===== config.mk =====
export PLATFORM = sky130hd
export DESIGN_NAME = fetch_instr_queue
export DESIGN_NICKNAME = d
export VERILOG_FILES = /design/src/rtl/fetch_pkg.sv /design/src/rtl/fetch_queue_storage.sv /design/src/rtl/fetch_instr_queue.sv
export SDC_FILE = /design/constraint.sdc
export NUM_CORES = 2
export LEC_CHECK = 0
export ABC_AREA = 1
export CORE_MARGIN = 1
export CORE_UTILIZATION = 40
export DETAILED_ROUTE_END_ITERATION = 7
export PLACE_DENSITY = 0.61
export SETUP_SLACK_MARGIN = 0.2
export SYNTH_ARGS = -nofsm -noshare
export SYNTH_HDL_FRONTEND = slang
export SYNTH_SLANG_ARGS = --single-unit

===== constraint.sdc =====
create_clock -name clk_i -period 21.3 [get_ports clk_i]
set_input_delay 3.195 -clock clk_i [delete_from_list [all_inputs] [get_ports clk_i]]
set_output_delay 3.195 -clock clk_i [all_outputs]
set_load 0.1 [all_outputs]

===== src/rtl/fetch_pkg.sv =====
// Shared types for the fetch instruction queue: one queued entry is an
// instruction word together with the PC it was fetched from.
package fetch_pkg;

  localparam int INSTR_W = 32;
  localparam int PC_W    = 32;

  typedef struct packed {
    logic [INSTR_W-1:0] instr;
    logic [PC_W-1:0]    pc;
  } fq_entry_t;

  // Issue retires in order: slot 1 may only go together with slot 0.
  function automatic logic [1:0] issue_request(input logic issue0, input logic issue1);
    if (issue0 && issue1) return 2'd2;
    if (issue0)           return 2'd1;
    return 2'd0;
  endfunction

endpackage


===== src/rtl/fetch_queue_storage.sv =====
// DEPTH-entry register file for the fetch queue: two write ports at
// tail/tail+1 and two combinational read ports at head/head+1.
module fetch_queue_storage
  import fetch_pkg::*;
#(
  parameter  int DEPTH = 8,
  localparam int PTR_W = $clog2(DEPTH)
) (
  input  logic             clk_i,
  input  logic             rst_i,
  input  logic             we0,
  input  logic [PTR_W-1:0] waddr0,
  input  fq_entry_t        wdata0,
  input  logic             we1,
  input  logic [PTR_W-1:0] waddr1,
  input  fq_entry_t        wdata1,
  input  logic [PTR_W-1:0] raddr0,
  input  logic [PTR_W-1:0] raddr1,
  output fq_entry_t        rdata0,
  output fq_entry_t        rdata1
);

  fq_entry_t mem [DEPTH];

  // NOTE: the storage itself is reset so that the slot data outputs read as
  // zero during reset; this costs a reset net per flop but is required here.
  always_ff @(posedge clk_i or posedge rst_i) begin
    if (rst_i) begin
      for (int i = 0; i < DEPTH; i++) begin
        mem[i] <= '0;
      end
    end else begin
      // The two write addresses are always tail and tail+1, so never collide.
      if (we0) mem[waddr0] <= wdata0;
      if (we1) mem[waddr1] <= wdata1;
    end
  end

  assign rdata0 = mem[raddr0];
  assign rdata1 = mem[raddr1];

endmodule


===== src/rtl/fetch_instr_queue.sv =====
// Decoupling queue between the 64-bit fetch stage and the dual-issue stage;
// stores single instructions in program order and presents the two oldest.
module fetch_instr_queue
  import fetch_pkg::*;
#(
  parameter  int DEPTH = 8,
  localparam int PTR_W = $clog2(DEPTH)
) (
  input  logic        clk_i,
  input  logic        rst_i,
  input  logic        flush_i,
  input  logic        fetch_valid_i,
  output logic        fetch_accept_o,
  input  logic [31:0] fetch_pc_i,
  input  logic [63:0] fetch_instr_i,
  output logic        fetch0_valid_o,
  output logic [31:0] fetch0_instr_o,
  output logic [31:0] fetch0_pc_o,
  output logic        fetch1_valid_o,
  output logic [31:0] fetch1_instr_o,
  output logic [31:0] fetch1_pc_o,
  input  logic        issue0_accept_i,
  input  logic        issue1_accept_i
);

  localparam logic [PTR_W:0] ACCEPT_MAX = (PTR_W + 1)'(DEPTH - 2);
  localparam logic [PTR_W:0] ONE        = (PTR_W + 1)'(1);
  localparam logic [PTR_W:0] TWO        = (PTR_W + 1)'(2);

  logic [PTR_W-1:0] head_q, tail_q;
  logic [PTR_W:0]   count_q;

  logic             wr_en;
  logic             wr_single;
  logic [PTR_W:0]   wr_cnt;
  logic [PTR_W:0]   rd_req;
  logic [PTR_W:0]   rd_cnt;
  logic [31:0]      pc_lo, pc_hi;
  fq_entry_t        wdata0, wdata1;
  fq_entry_t        rdata0, rdata1;

  // Accept depends only on registered occupancy, never on this cycle's issue.
  assign fetch_accept_o = (count_q <= ACCEPT_MAX);

  assign wr_en     = fetch_valid_i && fetch_accept_o && !flush_i;
  assign wr_single = fetch_pc_i[2];
  assign pc_lo     = {fetch_pc_i[31:3], 3'b000};
  assign pc_hi     = {fetch_pc_i[31:3], 3'b100};

  // NOTE: every signal driven from always_comb gets a default first, so no
  // path through the block can leave it unassigned and infer a latch.
  always_comb begin
    wr_cnt = '0;
    wdata0 = '{instr: fetch_instr_i[31:0],  pc: pc_lo};
    wdata1 = '{instr: fetch_instr_i[63:32], pc: pc_hi};
    if (wr_en) begin
      if (wr_single) begin
        wr_cnt = ONE;
        wdata0 = '{instr: fetch_instr_i[63:32], pc: pc_hi};
      end else begin
        wr_cnt = TWO;
      end
    end
  end

  // Reads beyond the valid entries are clamped away.
  assign rd_req = (PTR_W + 1)'(issue_request(issue0_accept_i, issue1_accept_i));
  assign rd_cnt = (count_q < rd_req) ? count_q : rd_req;

  // NOTE: state registers use non-blocking assignments so every flop samples
  // the pre-edge values regardless of statement order.
  always_ff @(posedge clk_i or posedge rst_i) begin
    if (rst_i) begin
      head_q  <= '0;
      tail_q  <= '0;
      count_q <= '0;
    end else if (flush_i) begin
      head_q  <= '0;
      tail_q  <= '0;
      count_q <= '0;
    end else begin
      head_q  <= head_q + rd_cnt[PTR_W-1:0];
      tail_q  <= tail_q + wr_cnt[PTR_W-1:0];
      count_q <= count_q + wr_cnt - rd_cnt;
    end
  end

  fetch_queue_storage #(.DEPTH(DEPTH)) u_storage (
    .clk_i  (clk_i),
    .rst_i  (rst_i),
    .we0    (wr_en),
    .waddr0 (tail_q),
    .wdata0 (wdata0),
    .we1    (wr_en && !wr_single),
    .waddr1 (tail_q + PTR_W'(1)),
    .wdata1 (wdata1),
    .raddr0 (head_q),
    .raddr1 (head_q + PTR_W'(1)),
    .rdata0 (rdata0),
    .rdata1 (rdata1)
  );

  assign fetch0_valid_o = (count_q >= ONE);
  assign fetch1_valid_o = (count_q >= TWO);
  assign fetch0_instr_o = rdata0.instr;
  assign fetch0_pc_o    = rdata0.pc;
  assign fetch1_instr_o = rdata1.instr;
  assign fetch1_pc_o    = rdata1.pc;

endmodule


# After elaboration in Yosys (flattened, before gate mapping)
# Index checks and enable logic that the tools add are counted.
# W data, S select, Z words.
# classes
add_sub_neg	6
n_mul	0
div_mod_pow	0
order_cmp	10
n_eq_ne	0
shift	0
muxes	29
n_bitwise	4
reduce_logical	8
# ops
op	n
$bwmux W512	2
$mux W512	2
$mux W64	8
$bmux W64 S3	2
$demux W64 S3	2
$ge A4 B4 Y1 const B	4
$not A3 Y4	4
$mux W2	6
$lt A4 B1 Y1 const B	2
$mux W4	2
$add A3 B1 Y3 const B	2
$add A3 B3 Y3	2
$logic_and A1 B1 Y1	6
$mux W3	2
$add A4 B4 Y4	1
$ge A4 B1 Y1 const B	1
$ge A4 B2 Y1 const B	1
$le A4 B3 Y1 const B	1
$lt A4 B2 Y1	1
$sub A4 B4 Y4	1
$mux W1	3
$logic_not A1 Y1	2
# word_totals
ff_bits	522
latchBits	0
ram_bits	0
rom_bits	0
in_bits	102
word_cells	76
mem_count	0

# Logic depth before layout (Yosys ltp)
# depth
depth_word	9
depth_mapped	17
mapped_depth_nobuf	15

# Cells and area by module
# From an unflattened synthesis, not the netlist that was laid out.
# unflattened
cells_unflattened	6594
area_unflattened_um2	38171.6
# by_module_without_submodules
module	n_inst	cells_each	area_per_inst_um2	seq_area_each_um2
fetch_queue_storage	1	6394	36926.7	12812.3
fetch_instr_queue	1	200	1244.9	250.2

# Worst setup path before layout
# OpenSTA, ideal clock, no wires.
# synth_timing
path_type	register -> output
startpoint	register head_q[1]
endpoint	output port fetch1_instr_o[0]
t_arrival_ns	3.082
path_slack_ns	15.023
stages_incl_launch_ff	7
path_buffers	2
cell_sequence	dfrtp_1 -> ha_1 -> clkbuf_1 -> buf_1 -> o21ai_0 -> o21a_1 -> a21oi_1
# synth_via
elab_chain_len	5
# synth_rtl
element	line_no	rtl
start: declaration	fetch_instr_queue.sv:30	logic [PTR_W-1:0] head_q, tail_q;
start signal: assignment	fetch_instr_queue.sv:82	head_q <= head_q + rd_cnt[PTR_W-1:0];
$add A3 B1 Y3	fetch_instr_queue.sv:98	.raddr1 (head_q + PTR_W'(1)),
$not A3 Y4 (not written as such)	fetch_queue_storage.sv:40	assign rdata1 = mem[raddr1];
$bmux W64 S3	fetch_queue_storage.sv:40	
$mux W64 (not written as such) (2 in series)	fetch_queue_storage.sv:40	
end: declaration	fetch_instr_queue.sv:20	output logic [31:0] fetch1_instr_o,
# Every way passes these cells. The select of a mux whose other input is x is not followed.

# Worst setup path after layout
# layout_timing
startpoint	register head_q[1]
endpoint	output port fetch1_instr_o[16]
# Same word-level chain as after synthesis.

==> results summary <==
The flow ran to the end, and the final reports show no timing, DRC or antenna violations. The H-tree depth reported by CTS came out at 3. The final sum of negative setup slack is 0 ns.

The worst slack at placement came out at 12.76 ns. Across the run, the number of max-cap violations was 0. The worst endpoint data arrival time is 6.02 ns.

The worst clock skew came out at 0.0242 ns. The first-pass GRT wire length came out at 179 mm. Hold is met by 0.498 ns. Measured along the y axis, the die boundary spans 285 um. Yosys printed 0 warnings. The initial standard-cell utilization of the core came out at 40.6%. When the netlist entered floorplanning its net count stood at 4816.

The total inserted antenna cells is 0. In the final routed layout, each cell accounts on average for 20.4 um. The source-to-sink clock delay at the later pin of the worst-skew pair is 0.61 ns.

The count of nets left with antenna violations after detail routing is 0. In the synthesized netlist, the number of instances is 4698. The critical setup path kind is reg -> out. Walking the worst path, the cells encountered are ha_4 -> buf_4 -> buf_4 -> o21ai_0 -> o21ai_0 -> nor2_1 -> a21oi_1 -> clkdlybuf4s50_1. The count of hold-fix buffers inserted at cts is 0. The count of different cell masters after synthesis came out at 30. The cell type group with the largest total delay on the critical path is buffers and inverters. The area of the core came out at 79100 um^2. The number of hold-slack violations in the final timing report came out at 0.

The remaining global-route overflow came out at 0. The combined buffer and inverter count along the critical path came out at 3. Counting along the longest clock path gives a buffer depth of 3. The worst-path maximum fanout came out at 66.

The detailed router finished its first iteration with 3559 violations. The worst reg-to-reg setup slack is 16.34 ns. In the synthesized netlist the dominant register cell turns out to be dfrtp_1.

The worst setup path is launched from a flop. Gates resized during post-CTS repair numbered 0. Before antenna repair, the detailed router went through 5 iterations. The ratio of cells with drive above 1 in the final layout came out at 3.98%. The post-route DRC violation count is 0. The layout filler cell count is 8039. The peak per-stage delay on the critical path came out at 1.22 ns. Global routing used 28.3% of the available tracks across all layers. The detailed-route vias per instance came out at 5.60. The clock drives 522 sinks.

Yosys mapped a number of flops with a built-in enable equal to 0. The count of final max-slew check failures came out at 0. The pin slew with the least headroom to its limit is 1.23 ns. Registers take 13100 um^2. The largest net degree at the start of global routing is 276. Synthesis inferred 522 register bits. For the worst setup path, the data required time is 18.11 ns. The clock slew at the register clock pins of the worst setup and hold paths came out at 0.06 ns. The number of clock buffers added by TritonCTS is 66. The sequential share of the synthesized area is 40.7%.

The TritonCTS clock tree is done. The worst hold path class is reg -> reg. After clock tree synthesis, the setup repair step added 0 buffers. The port buffer count came out at 230. The post-layout worst setup margin is 12.08 ns. The number of antenna violations at the first check in global routing came out at 0. The number of endpoints failing setup at the final stage is 0. The post-route fraction of the period consumed by the critical path is 43.3%. The total via count in the routed design is 32100. 233 I/O pins were placed. The leading cell type in the layout, fill and taps excluded is o21ai_0.

The post-synthesis instance area came out at 32100 um^2. The via count of the first global-routing pass came out at 30000. Among all stages on the critical path, the largest delay is contributed by clkdlybuf4s50_1.

The post-detailed-routing wire length came out at 117 mm. The die boundary width came out at 285 um. The tree is rooted in a clkbuf_16. The upper clock frequency limit is 109 MHz. The initialized floorplan defines 103 standard-cell rows. Setup repair after global routing left no endpoint under its margin. The shortest clock period the worst path allows after layout is 9.22 ns. The normalized max-slew margin came out at 18.3%. In the layout the commonest cells are o21ai_0 (945), nor2_1 (705), nand2_1 (627), dfrtp_1 (519), a21oi_1 (464). The growth of design area from synthesis to finish is 14.1%. The average instance area after synthesis is 6.83 um^2. After the last flow step, the layout net total stands at 4748. The share of synthesized registers carrying an async set or reset came out at 100%. The congestion estimate from routability-driven global placement came to 0.799. The area enclosed by the die boundary came out at 81400 um^2.

STA classifies the critical path endpoint as an output port. In the final layout, the multi-input gates occupy 15800 um^2. The HPWL after detailed placement came out at 60.6 mm.
==> synth_stat cells (4+ instances only) <==
cell | count | area [um^2]
o21ai_0 | 945 | 4730
nor2_1 | 708 | 2660
nand2_1 | 633 | 2380
dfrtp_1 | 522 | 13100
a21oi_1 | 464 | 2320
nand3_1 | 443 | 2220
inv_1 | 356 | 1340
clkbuf_1 | 219 | 822
buf_2 | 107 | 536
o21a_1 | 83 | 623
o21ai_1 | 42 | 210
buf_1 | 41 | 154
clkinv_1 | 33 | 124
buf_4 | 29 | 218
buf_6 | 15 | 169
a31oi_1 | 14 | 87.6
ha_1 | 12 | 150
nand3_2 | 5 | 50.1
fa_1 | 4 | 80.1
inv_2 | 4 | 15.0
nand2_2 | 4 | 25.0
==> through the flow <==
| stage | cells | area [um^2] | utilization, % |
|---|---|---|---|
| detailed placement | 5612 | 34400 | 43.5 |
| global placement | 5612 | 34400 | 43.5 |
| floorplan | 4698 | 32100 | - |
| CTS | 5729 | 36600 | 46.3 |
| finish | 5729 | 36600 | 46.3 |
| global route | 5729 | 36600 | 46.3 |
==> final cells by class <==
class                   instances  share of cell area, %
clock inverters                15                  0.642
clock buffers                 102                   5.46
inverters                     393                   4.08
well taps                    1050                   3.59
multi-input cells            3372                   43.2
repair buffers                275                   7.34
flip-flops and latches        522                   35.7
==> worst register-to-register path, cell delays in order, from the launching register on <==
cell	delay [ns]
dfrtp_1	0.40
inv_1	0.11
ha_1	0.18
nand2_1	0.06
nand2_2	0.10
nand2_2	0.09
nor2_4	0.08
buf_4	0.63
nand3_1	1.04
buf_4	0.60
nand2_4	0.50
buf_4	0.79
o21ai_0	0.22
==> metal layers <==
layer	part of all wire [%]	wire length [um]	vias up	global-route usage [%]
li1	-	-	15300	-
met1	43	49600	15100	38.1
met2	46	53800	1382	45.9
met3	7.6	8850	270	3.95
met4	3.7	4370	0	10.8
met5	0	0	-	0
==> final timing paths <==
| path | endpoint | cells past startpoint | from |
|---|---|---|---|
| setup reg to reg | u_storage.mem[152] | 12 | count_q[3] |
| max in group asynchronous | u_storage.mem[114] | 5 | rst_i |
| hold reg to reg | u_storage.mem[450] | 2 | u_storage.mem[450] |
| min in group asynchronous | u_storage.mem[468] | 2 | rst_i |
| hold / removal | u_storage.mem[450] | 2 | u_storage.mem[450] |
| setup / recovery | fetch1_instr_o[16] | 8 | head_q[1] |
==> flip-flops by register name (all words and copies together) (netlist names) <==
register and flops:
head_q 3, count_q 4, u_storage.mem 512, tail_q 3
==> cells by family (layout without fill, tap and decap cells) <==
logic type               after synthesis  in the layout  synth area share [%]
AO/OA/AOI/OAI                       1552           1552                  24.9
AND/OR/NAND/NOR                     1801           1801                  23.0
buffers and inverters                804            785                  10.5
flip-flops                           522            522                  40.7
XOR/XNOR                               3              3                0.0819
adder cells (fa/ha/maj)               16             16                 0.717
Power is not shown: default switching activity piles up to over one toggle a cycle in this logic, so the estimate is an artifact.
